[src/rtl/fifo_delay_drain.sv]
// fifo_delay_drain: pops FIFO words one at a time, holds each for delay_cfg cycles,
// then presents it on a valid/ready port.
module fifo_delay_drain #(
   parameter int DATA_WIDTH = 4,
   parameter int DELAY_W    = 8,
   parameter int CNT_W      = 16
) (
   input  logic                  clk,
   input  logic                  rst,
   input  logic                  fifo_empty,
   output logic                  fifo_rd_en,
   input  logic [DATA_WIDTH-1:0] fifo_data,
   input  logic [DELAY_W-1:0]    delay_cfg,
   output logic                  out_valid,
   input  logic                  out_ready,
   output logic [DATA_WIDTH-1:0] out_data,
   output logic                  busy,
   output logic [CNT_W-1:0]      drained_count
);
   typedef enum logic [2:0] {IDLE, READ, CAPTURE, WAIT, PRESENT} state_t;
   state_t                state_q, state_d;
   logic [DATA_WIDTH-1:0] hold_q, hold_d;
   logic [DELAY_W-1:0]    cnt_q, cnt_d;
   always_comb begin
      state_d = state_q;
      hold_d  = hold_q;
      cnt_d   = cnt_q;
      unique case (state_q)
         IDLE:    state_d = fifo_empty ? IDLE : READ;
         READ:    state_d = CAPTURE;
         CAPTURE: begin
            hold_d  = fifo_data;
            cnt_d   = delay_cfg;
            state_d = (delay_cfg == '0) ? PRESENT : WAIT;
         end
         WAIT: begin
            cnt_d   = cnt_q - 1'b1;
            state_d = (cnt_q == DELAY_W'(1)) ? PRESENT : WAIT;
         end
         PRESENT: state_d = !out_ready ? PRESENT : fifo_empty ? IDLE : READ;
         default: state_d = IDLE;
      endcase
   end
   // Outputs are decoded from the next state so they line up with the state register.
   always_ff @(posedge clk or posedge rst) begin
      if (rst) begin
         state_q       <= IDLE;
         hold_q        <= '0;
         cnt_q         <= '0;
         fifo_rd_en    <= 1'b0;
         out_valid     <= 1'b0;
         out_data      <= '0;
         busy          <= 1'b0;
         drained_count <= '0;
      end else begin
         state_q    <= state_d;
         hold_q     <= hold_d;
         cnt_q      <= cnt_d;
         fifo_rd_en <= state_d == READ;
         out_valid  <= state_d == PRESENT;
         out_data   <= (state_d == PRESENT) ? hold_d : '0;
         busy       <= state_d != IDLE;
         if (out_valid && out_ready) drained_count <= drained_count + 1'b1;
      end
   end
endmodule

[config.mk]
export PLATFORM = sky130hd
export DESIGN_NAME = fifo_delay_drain
export DESIGN_NICKNAME = d
export VERILOG_FILES = /design/src/rtl/fifo_delay_drain.sv
export SDC_FILE = /design/constraint.sdc
export NUM_CORES = 1
export LEC_CHECK = 0
export CAP_MARGIN = 10
export CORE_UTILIZATION = 49
export DETAILED_ROUTE_END_ITERATION = 7
export GPL_ROUTABILITY_DRIVEN = 0
export HOLD_SLACK_MARGIN = 0.03
export PLACE_DENSITY = 0.8
export SETUP_SLACK_MARGIN = 0.02
export SYNTH_ARGS = -nofsm -noshare
export SYNTH_HDL_FRONTEND = slang
export SYNTH_SLANG_ARGS = --single-unit
[constraint.sdc]
create_clock -name clk -period 1.7 [get_ports clk]
set_input_delay 0.255 -clock clk [delete_from_list [all_inputs] [get_ports clk]]
set_output_delay 0.255 -clock clk [all_outputs]
set_load 0.03 [all_outputs]
---- After elaboration in Yosys (flattened, before gate mapping) ----
Cells that the tools add are included.
storage, ports and cells
  bits of input ports ..................... 16
  output and inout port bits .............. 23
  register bits after elaboration ......... 38
  word-level logic and storage cells ...... 30
operators by class
  mux-type cells .......................... 8
  reduce and logical (&&, ||, !) cells .... 5
  $add $sub $neg .......................... 2
  equality and inequality tests ........... 7
operators with widths
  kind                   count
  $add 16x1->16 const B  1
  $pmux 8 s2             1
  $pmux 3 s5             1
  $mux 3                 3
  $eq 8x1->1 const B     1
  $logic_not 8->1        1
  $mux 4                 2
  $sub 8x1->8 const B    1
  $eq 3x1->1 const B     2
  $eq 3x2->1 const B     2
  $eq 3x3->1 const B     2
  $logic_not 3->1        1
  $reduce_bool 3->1      1
  $reduce_bool 2->1      1
  $logic_and 1x1->1      1
  $mux 1                 1

---- Longest topological paths before layout ----
Gate-level depths: netlist of run 1.
  word-level depth ........................ 5
  gate-level depth with buffers ........... 5

---- Worst setup path after synthesis of run 1 ----
Ideal clock, no wire load.
  kind .................................... register -> register
  start ................................... reg drained_count[0]
  end ..................................... reg drained_count[10]
  slack ................................... 0.045 ns
  library setup time ...................... 0.133 ns
  arrival time ............................ 1.521 ns
  period minus slack after synthesis ...... 1.655 ns
  stages on the path, launching flop included .. 6
  data required time ...................... 1.567 ns
  cells stage by stage .................... dfrtp_1 ha_1 nand3_1 nor4_2 nand4_1 xnor2_1
on the way
  longest elaborated chain between the ends .. 1
ends and longest elaborated chain
  element                 line  RTL
  start, declared         18    output logic [CNT_W-1:0] drained_count
  start signal, assigned  63    if (out_valid && out_ready) drained_count <= drained_count + 1'b1;
  $add 16x1->16           63
No other way between the ends.
A chain may end at the register's enable or synchronous reset.

---- Final worst setup path of run 1 ----
  start ................................... reg out_data[1]
  end ..................................... out out_data[1]
RTL lines
  element                 line  RTL
  start, declared         16    output logic [DATA_WIDTH-1:0] out_data,
  start signal, assigned  61    out_data <= (state_d == PRESENT) ? hold_d : '0;
No word-level cell between the ends.

==> results of run 1 <==
-- what timing repair did --
| action | CTS | global route |
|---|---|---|
| setup endpoints to repair | 15 | 4 |
| hold buffers | 0 | 0 |
| gates resized for setup | 15 | 4 |
| setup buffers | 0 | 0 |
-- cells in the final DEF, fill, tap and decap left out, types with 6 or more instances in the layout --
cell type,n
o22ai_1,6
dfrtp_1,38
mux2i_1,6
nand3_1,9
buf_4,13
a21oi_1,9
nand4_1,6
dlygate4sd2_1,15
inv_1,10
nor2_1,10
xnor2_1,10
nand2_1,15
clkdlybuf4s50_1,20
-- through the flow --
step | hold WS [ps] | instance area, µm²
after global routing | 355.9 | 2330
after floorplan | 417.2 | 1739
after detailed placement | 482.9 | 2261
final | 333.5 | 2330
after global placement | 460.2 | 2261
after CTS | 350.0 | 2317
-- metal layers --
layer / GRT usage (%) / vias up
met5: 0 / -
met4: 7.619 / 0
met3: 6.303 / 5
met2: 35.33 / 28
met1: 27.01 / 663
li1: - / 670
-- layout make-up --
type	count	area [µm²]
clock buffer	7	45.04
clock inverter	1	30.03
fill	280	1033
inverter	10	37.54
multi-input combinational	108	742.0
sequential	38	950.9
tap	46	57.56
timing repair buffer	51	466.7
-- state kept, by name, indices dropped and copies added, names as in the netlist --
register,flops
state_q,3
fifo_rd_en,1
drained_count,16
out_data,4
cnt_q,8
busy,1
hold_q,4
out_valid,1
-- worst max path at each step --
stage                                   from                            end  slack (ps)  cells after the start
2_1_floorplan   drained_count[0]$_DFFE_PP0P_  drained_count[10]$_DFFE_PP0P_          50                      5
3_3_place_gp                    delay_cfg[4]                 busy$_DFF_PP0_         -60                      6
3_5_place_dp                       out_ready   drained_count[9]$_DFFE_PP0P_         -90                      6
4_1_cts        drained_count[14]$_DFFE_PP0P_              drained_count[14]          30                      1
5_1_grt                       busy$_DFF_PP0_                           busy          20                      1
6_report               out_data[1]$_DFF_PP0_                    out_data[1]          90                      1
-- cell families (layout without fill, tap and decap cells) --
kind of cell | Yosys count | count (layout)
simple gates | 59 | 59
flops | 38 | 38
compound gates | 20 | 20
xor+xnor | 15 | 15
buf+inv | 13 | 69
mux | 11 | 11
fa+ha+maj | 3 | 3
-- power groups by stage --
stage / clock (mW) / combinational, mW / sequential (mW)
floorplan: 0 / 0.471 / 1.29
global placement: 0 / 0.711 / 1.26
detailed placement: 0 / 0.753 / 1.27
CTS: 0.604 / 0.745 / 1.25
global route: 0.649 / 0.837 / 1.28
finish: 0.590 / 0.750 / 1.26
==> flow_summary.json, run 1 <==
{
  "status": "finished clean",
  "post-place-ws_ps": -87.02,
  "wl_met2_um": 1828,
  "ys_ff_latch": 38,
  "cp.buffers_inverters": 1,
  "yosysSeqAreaShare_pct": 54.68,
  "fin_nets": 233,
  "met3RoutedLength_um": 169,
  "swShare_pct": 32.38,
  "h-tree-depth": 2,
  "cap_violations": 0,
  "yosys_warnings": 0,
  "hold_class": "in -> async",
  "synth_top_family_by_area": "simple AND/OR/NAND/NOR gates",
  "path_clk_slew_ps": 110,
  "firstDrtPassIters": 4,
  "die_x_um": 61.58,
  "yosys.area.top_type": "dfrtp_1",
  "synth_edf_count": 0,
  "rsz0062_at_grt": "false",
  "power.density_nw_per_um2": 1115,
  "dp_hpwl_um": 2635,
  "cp.arrival_ps": 1350,
  "drt-initial-drc-count": 29,
  "clkLatencyLatePin_ps": 330,
  "grt_max_degree": 39,
  "synthMuxAreaShare_pct": 6.691,
  "rr_worst_depth": 4,
  "slowest_delay_ps": 680,
  "grt_overflow": 0,
  "antenna_found_initial": 0,
  "critPathLaunchType": "flip-flop",
  "vias": 1366,
  "cpLargestDelayFamily": "buffers and inverters",
  "finalHoldViolCount": 0,
  "cts_root_buf": "clkbuf_4",
  "wl_met1_um": 1569,
  "max-slew-margin-rel_pct": 68.42,
  "path_cells": "clkdlybuf4s50_1",
  "setup_ws_ps": 93.33,
  "numPortBuffers": 38,
  "worstMarginPinSlew_ps": 473.8,
  "coreArea_um2": 3363,
  "synth_fa_ha_area_share_pct": 2.158,
  "track_usage_pct": 21.47,
  "die_h_um": 61.58,
  "wl_um": 3599,
  "finalCritPeriodShare_pct": 94.51,
  "routedWlPerCell_um": 13.79,
  "timing.fmax_mhz": 622.4,
  "clockPowerShare_pct": 22.7,
  "regToRegSetupSlack_ps": 170,
  "clk_path_buf_depth": 2,
  "rr_endpoint": "busy$_DFF_PP0_",
  "pin_count": 39,
  "reg2reg_from": "cnt_q[3]$_DFFE_PP0P_",
  "p_int_mw": 1.757,
  "setup_viol": 0,
  "peakVddDrop_mv": 0.6567,
  "cp_data_required_time_ps": 1440,
  "cts_buffers": 5,
  "antenna_cells": 0,
  "cts_tree": "yes",
  "core.rowCount": 21,
  "p_sw_mw": 0.8414,
  "synthXorXnorAreaFrac_pct": 7.554,
  "synthSimpleGateAreaFrac_pct": 18.49,
  "post-route-util_pct": 69.27,
  "synth_top_area_share_pct": 54.68,
  "highest_layer": "met4",
  "syn_area_per_cell_um2": 10.94,
  "synthCells": 159,
  "ys.flop_type": "dfrtp_1",
  "dieArea_um2": 3791,
  "areaGrowthSynthToFinish_pct": 33.96,
  "syn_area_um2": 1739,
  "cp-end-kind": "output port",
  "p_leak_nw": 1.208,
  "synthArstFlopShare_pct": 100.0,
  "grt_pass1_wl_um": 5899,
  "cts_sinks": 38,
  "combPwrFrac_pct": 28.9,
  "cp_max_fo": 1,
  "ys_types": 28,
  "fin_cells": 261,
  "final.setup_skew_ps": 7.488,
  "placed_cells": 253,
  "p_total_mw": 2.598,
  "slew_violations": 0,
  "pwr-share-seq_pct": 48.4,
  "slowest_stage": "clkdlybuf4s50_1",
  "grt_pass1_vias": 1330,
  "drtAntennaViolNets": 0,
  "critPathKind": "reg -> out",
  "yosysMostFrequentCell": "dfrtp_1",
  "viasPerCell": 5.234,
  "synthTopCellsByArea": "dfrtp_1 (55%), xnor2_1 (5.0%), mux2i_1 (3.5%)",
  "setup-tns-final_ps": 0,
  "synth_commonest_cells": "dfrtp_1 (38), nand2_1 (15), inv_1 (10), nor2_1 (10), xnor2_1 (10)",
  "synth_fp_nets": 178,
  "drc_errors": 0,
  "layout-drive-gt1-share_pct": 14.42,
  "start_util_pct": 51.71,
  "fin_crit_ps": 1607,
  "synth_compound_area_share_pct": 7.482
}
Note: power is estimated with default switching activity, not from simulation.
==> run 2: changes to the inputs <==
CORE_MARGIN = 4   (was unset)
HOLD_SLACK_MARGIN = 0.1   (was 0.03)
TNS_END_PERCENT = 10   (was unset)
==> run 2 against run 1 <==
Flip-flop and latch count unchanged. Final cell count decreased by 1.5%. Design area decreased by 2.1%. First-iteration DRC count increased by 140%. Global-route usage decreased by 3.5 points. Sequential share of layout area increased by 0.90 points. Clock power decreased by 27%. Clock skew decreased by 4.3 ps. Total power decreased by 7.2%. Combinational power decreased by 5.2%. Largest cell class unchanged.
==> flow_summary.json, run 2 (synthesis gave the netlist of run 1 again) <==
{
  "cts_root_buf": "clkbuf_4",
  "track_usage_pct": 17.92,
  "hold_class": "in -> async",
  "grt_overflow": 0,
  "max-slew-margin-rel_pct": 64.76,
  "setup_viol": 0,
  "drt-initial-drc-count": 70,
  "grt_pass1_wl_um": 6078,
  "critPathKind": "reg -> out",
  "cp.buffers_inverters": 1,
  "clk_path_buf_depth": 2,
  "slowest_delay_ps": 670,
  "slowest_stage": "clkdlybuf4s50_1",
  "dp_hpwl_um": 2657,
  "antenna_cells": 0,
  "fin_nets": 230,
  "firstDrtPassIters": 4,
  "layout-drive-gt1-share_pct": 13.27,
  "critPathLaunchType": "flip-flop",
  "grt_max_degree": 39,
  "vias": 1373,
  "drc_errors": 0,
  "cp-end-kind": "output port",
  "final.setup_skew_ps": 3.236,
  "areaGrowthSynthToFinish_pct": 31.08,
  "fin_crit_ps": 1619,
  "cp.arrival_ps": 1360,
  "top_regs": "drained_count: 16 flops, cnt_q: 8 flops",
  "pin_count": 39,
  "core.rowCount": 21,
  "clkLatencyLatePin_ps": 340,
  "finalHoldViolCount": 0,
  "h-tree-depth": 2,
  "numPortBuffers": 38,
  "timing.fmax_mhz": 617.8,
  "antenna_found_initial": 0,
  "placed_cells": 250,
  "slew_violations": 0,
  "largest_register_ffs": 16,
  "wl_um": 3552,
  "top_register": "drained_count",
  "coreArea_um2": 3390,
  "cts_sinks": 38,
  "postCtsSetupBuffers": 0,
  "fin_cells": 257,
  "start_util_pct": 51.31,
  "path_cells": "clkdlybuf4s50_1",
  "hold_ws_ps": 312.7,
  "layout_commonest_cell": "dfrtp_1",
  "cap_violations": 0,
  "post-route-util_pct": 67.26,
  "layout_common_cells": "dfrtp_1 (38), clkdlybuf4s50_1 (20), dlygate4sd2_1 (17)",
  "viasPerCell": 5.342,
  "p_leak_nw": 1.162,
  "finalCritPeriodShare_pct": 95.22,
  "rsz0062_at_grt": "true",
  "place_area_um2": 2251,
  "grt_pass1_vias": 1373,
  "cts_buffers": 5,
  "peakVddDrop_mv": 0.7308,
  "dieArea_um2": 4566,
  "die_h_um": 67.58,
  "die_x_um": 67.58,
  "status": "finished clean",
  "cp_max_fo": 1,
  "worstMarginPinSlew_ps": 524.5,
  "drtAntennaViolNets": 0,
  "power.density_nw_per_um2": 1057,
  "cp_data_required_time_ps": 1440,
  "path_clk_slew_ps": 110,
  "cts_tree": "yes",
  "routedWlPerCell_um": 13.82,
  "cpLargestDelayFamily": "buffers and inverters",
  "final_area_um2": 2280
}
## run 2: changes by cell type in the layout (fill, tap and decap cells not counted)
cell,delta
dlymetal6s2s_1,-2
nor3_1,+1
dlygate4sd2_1,+2
nor3_2,-1
buf_4,-4
clkbuf_1,-2
bufinv_16,-1
clkinv_2,+2
buf_12,+1
## run 2: routing by layer
metal | global-route usage [%] | part of all wire (%)
met5 | 0 | 0
met4 | 6.835 | 0.93
met3 | 6.156 | 5.6
met2 | 28.55 | 52
met1 | 22.32 | 42
## run 2: worst paths after layout
| kind | cells after the start | to | slack [ps] | startpoint |
|---|---|---|---|---|
| max | 1 | busy | 80 | busy$_DFF_PP0_ |
| min | 3 | drained_count[6]$_DFFE_PP0P_ | 310 | rst |
| max reg2reg | 4 | out_data[1]$_DFF_PP0_ | 160 | cnt_q[2]$_DFFE_PP0P_ |
| min reg2reg | 1 | hold_q[3]$_DFF_PP0_ | 510 | hold_q[3]$_DFF_PP0_ |
| max in group asynchronous | 3 | cnt_q[3]$_DFFE_PP0P_ | 1050 | rst |
| min in group clk | 1 | hold_q[3]$_DFF_PP0_ | 510 | hold_q[3]$_DFF_PP0_ |
## run 2: cell type report
| cell class | instances | area [µm²] |
|---|---|---|
| inverter | 10 | 37.54 |
| sequential | 38 | 950.9 |
| fill | 249 | 1110 |
| timing repair buffer | 48 | 449.2 |
| clock buffer | 5 | 37.54 |
| clock inverter | 2 | 10.01 |
| multi-input combinational | 108 | 737.0 |
| tap | 46 | 57.56 |
## run 2: repair_timing
item / CTS / global route
hold buffers: 0 / 0
gates resized for setup: 17 / 1
endpoints found under the setup margin: 17 / 3
## run 2: per-stage QoR
step	TNS, ps	setup slack [ps]	power, mW
floorplan	0	45.48	1.764
global placement	-211.7	-67.08	1.967
detailed placement	-617.7	-167.0	2.012
CTS	0	35.62	2.438
global route	0	11.17	2.591
finish	0	81.28	2.410
## run 2: power by group
part	switching, mW	internal [mW]
Clock	0.284	0.149
Sequential	0.178	1.09
Combinational	0.358	0.353
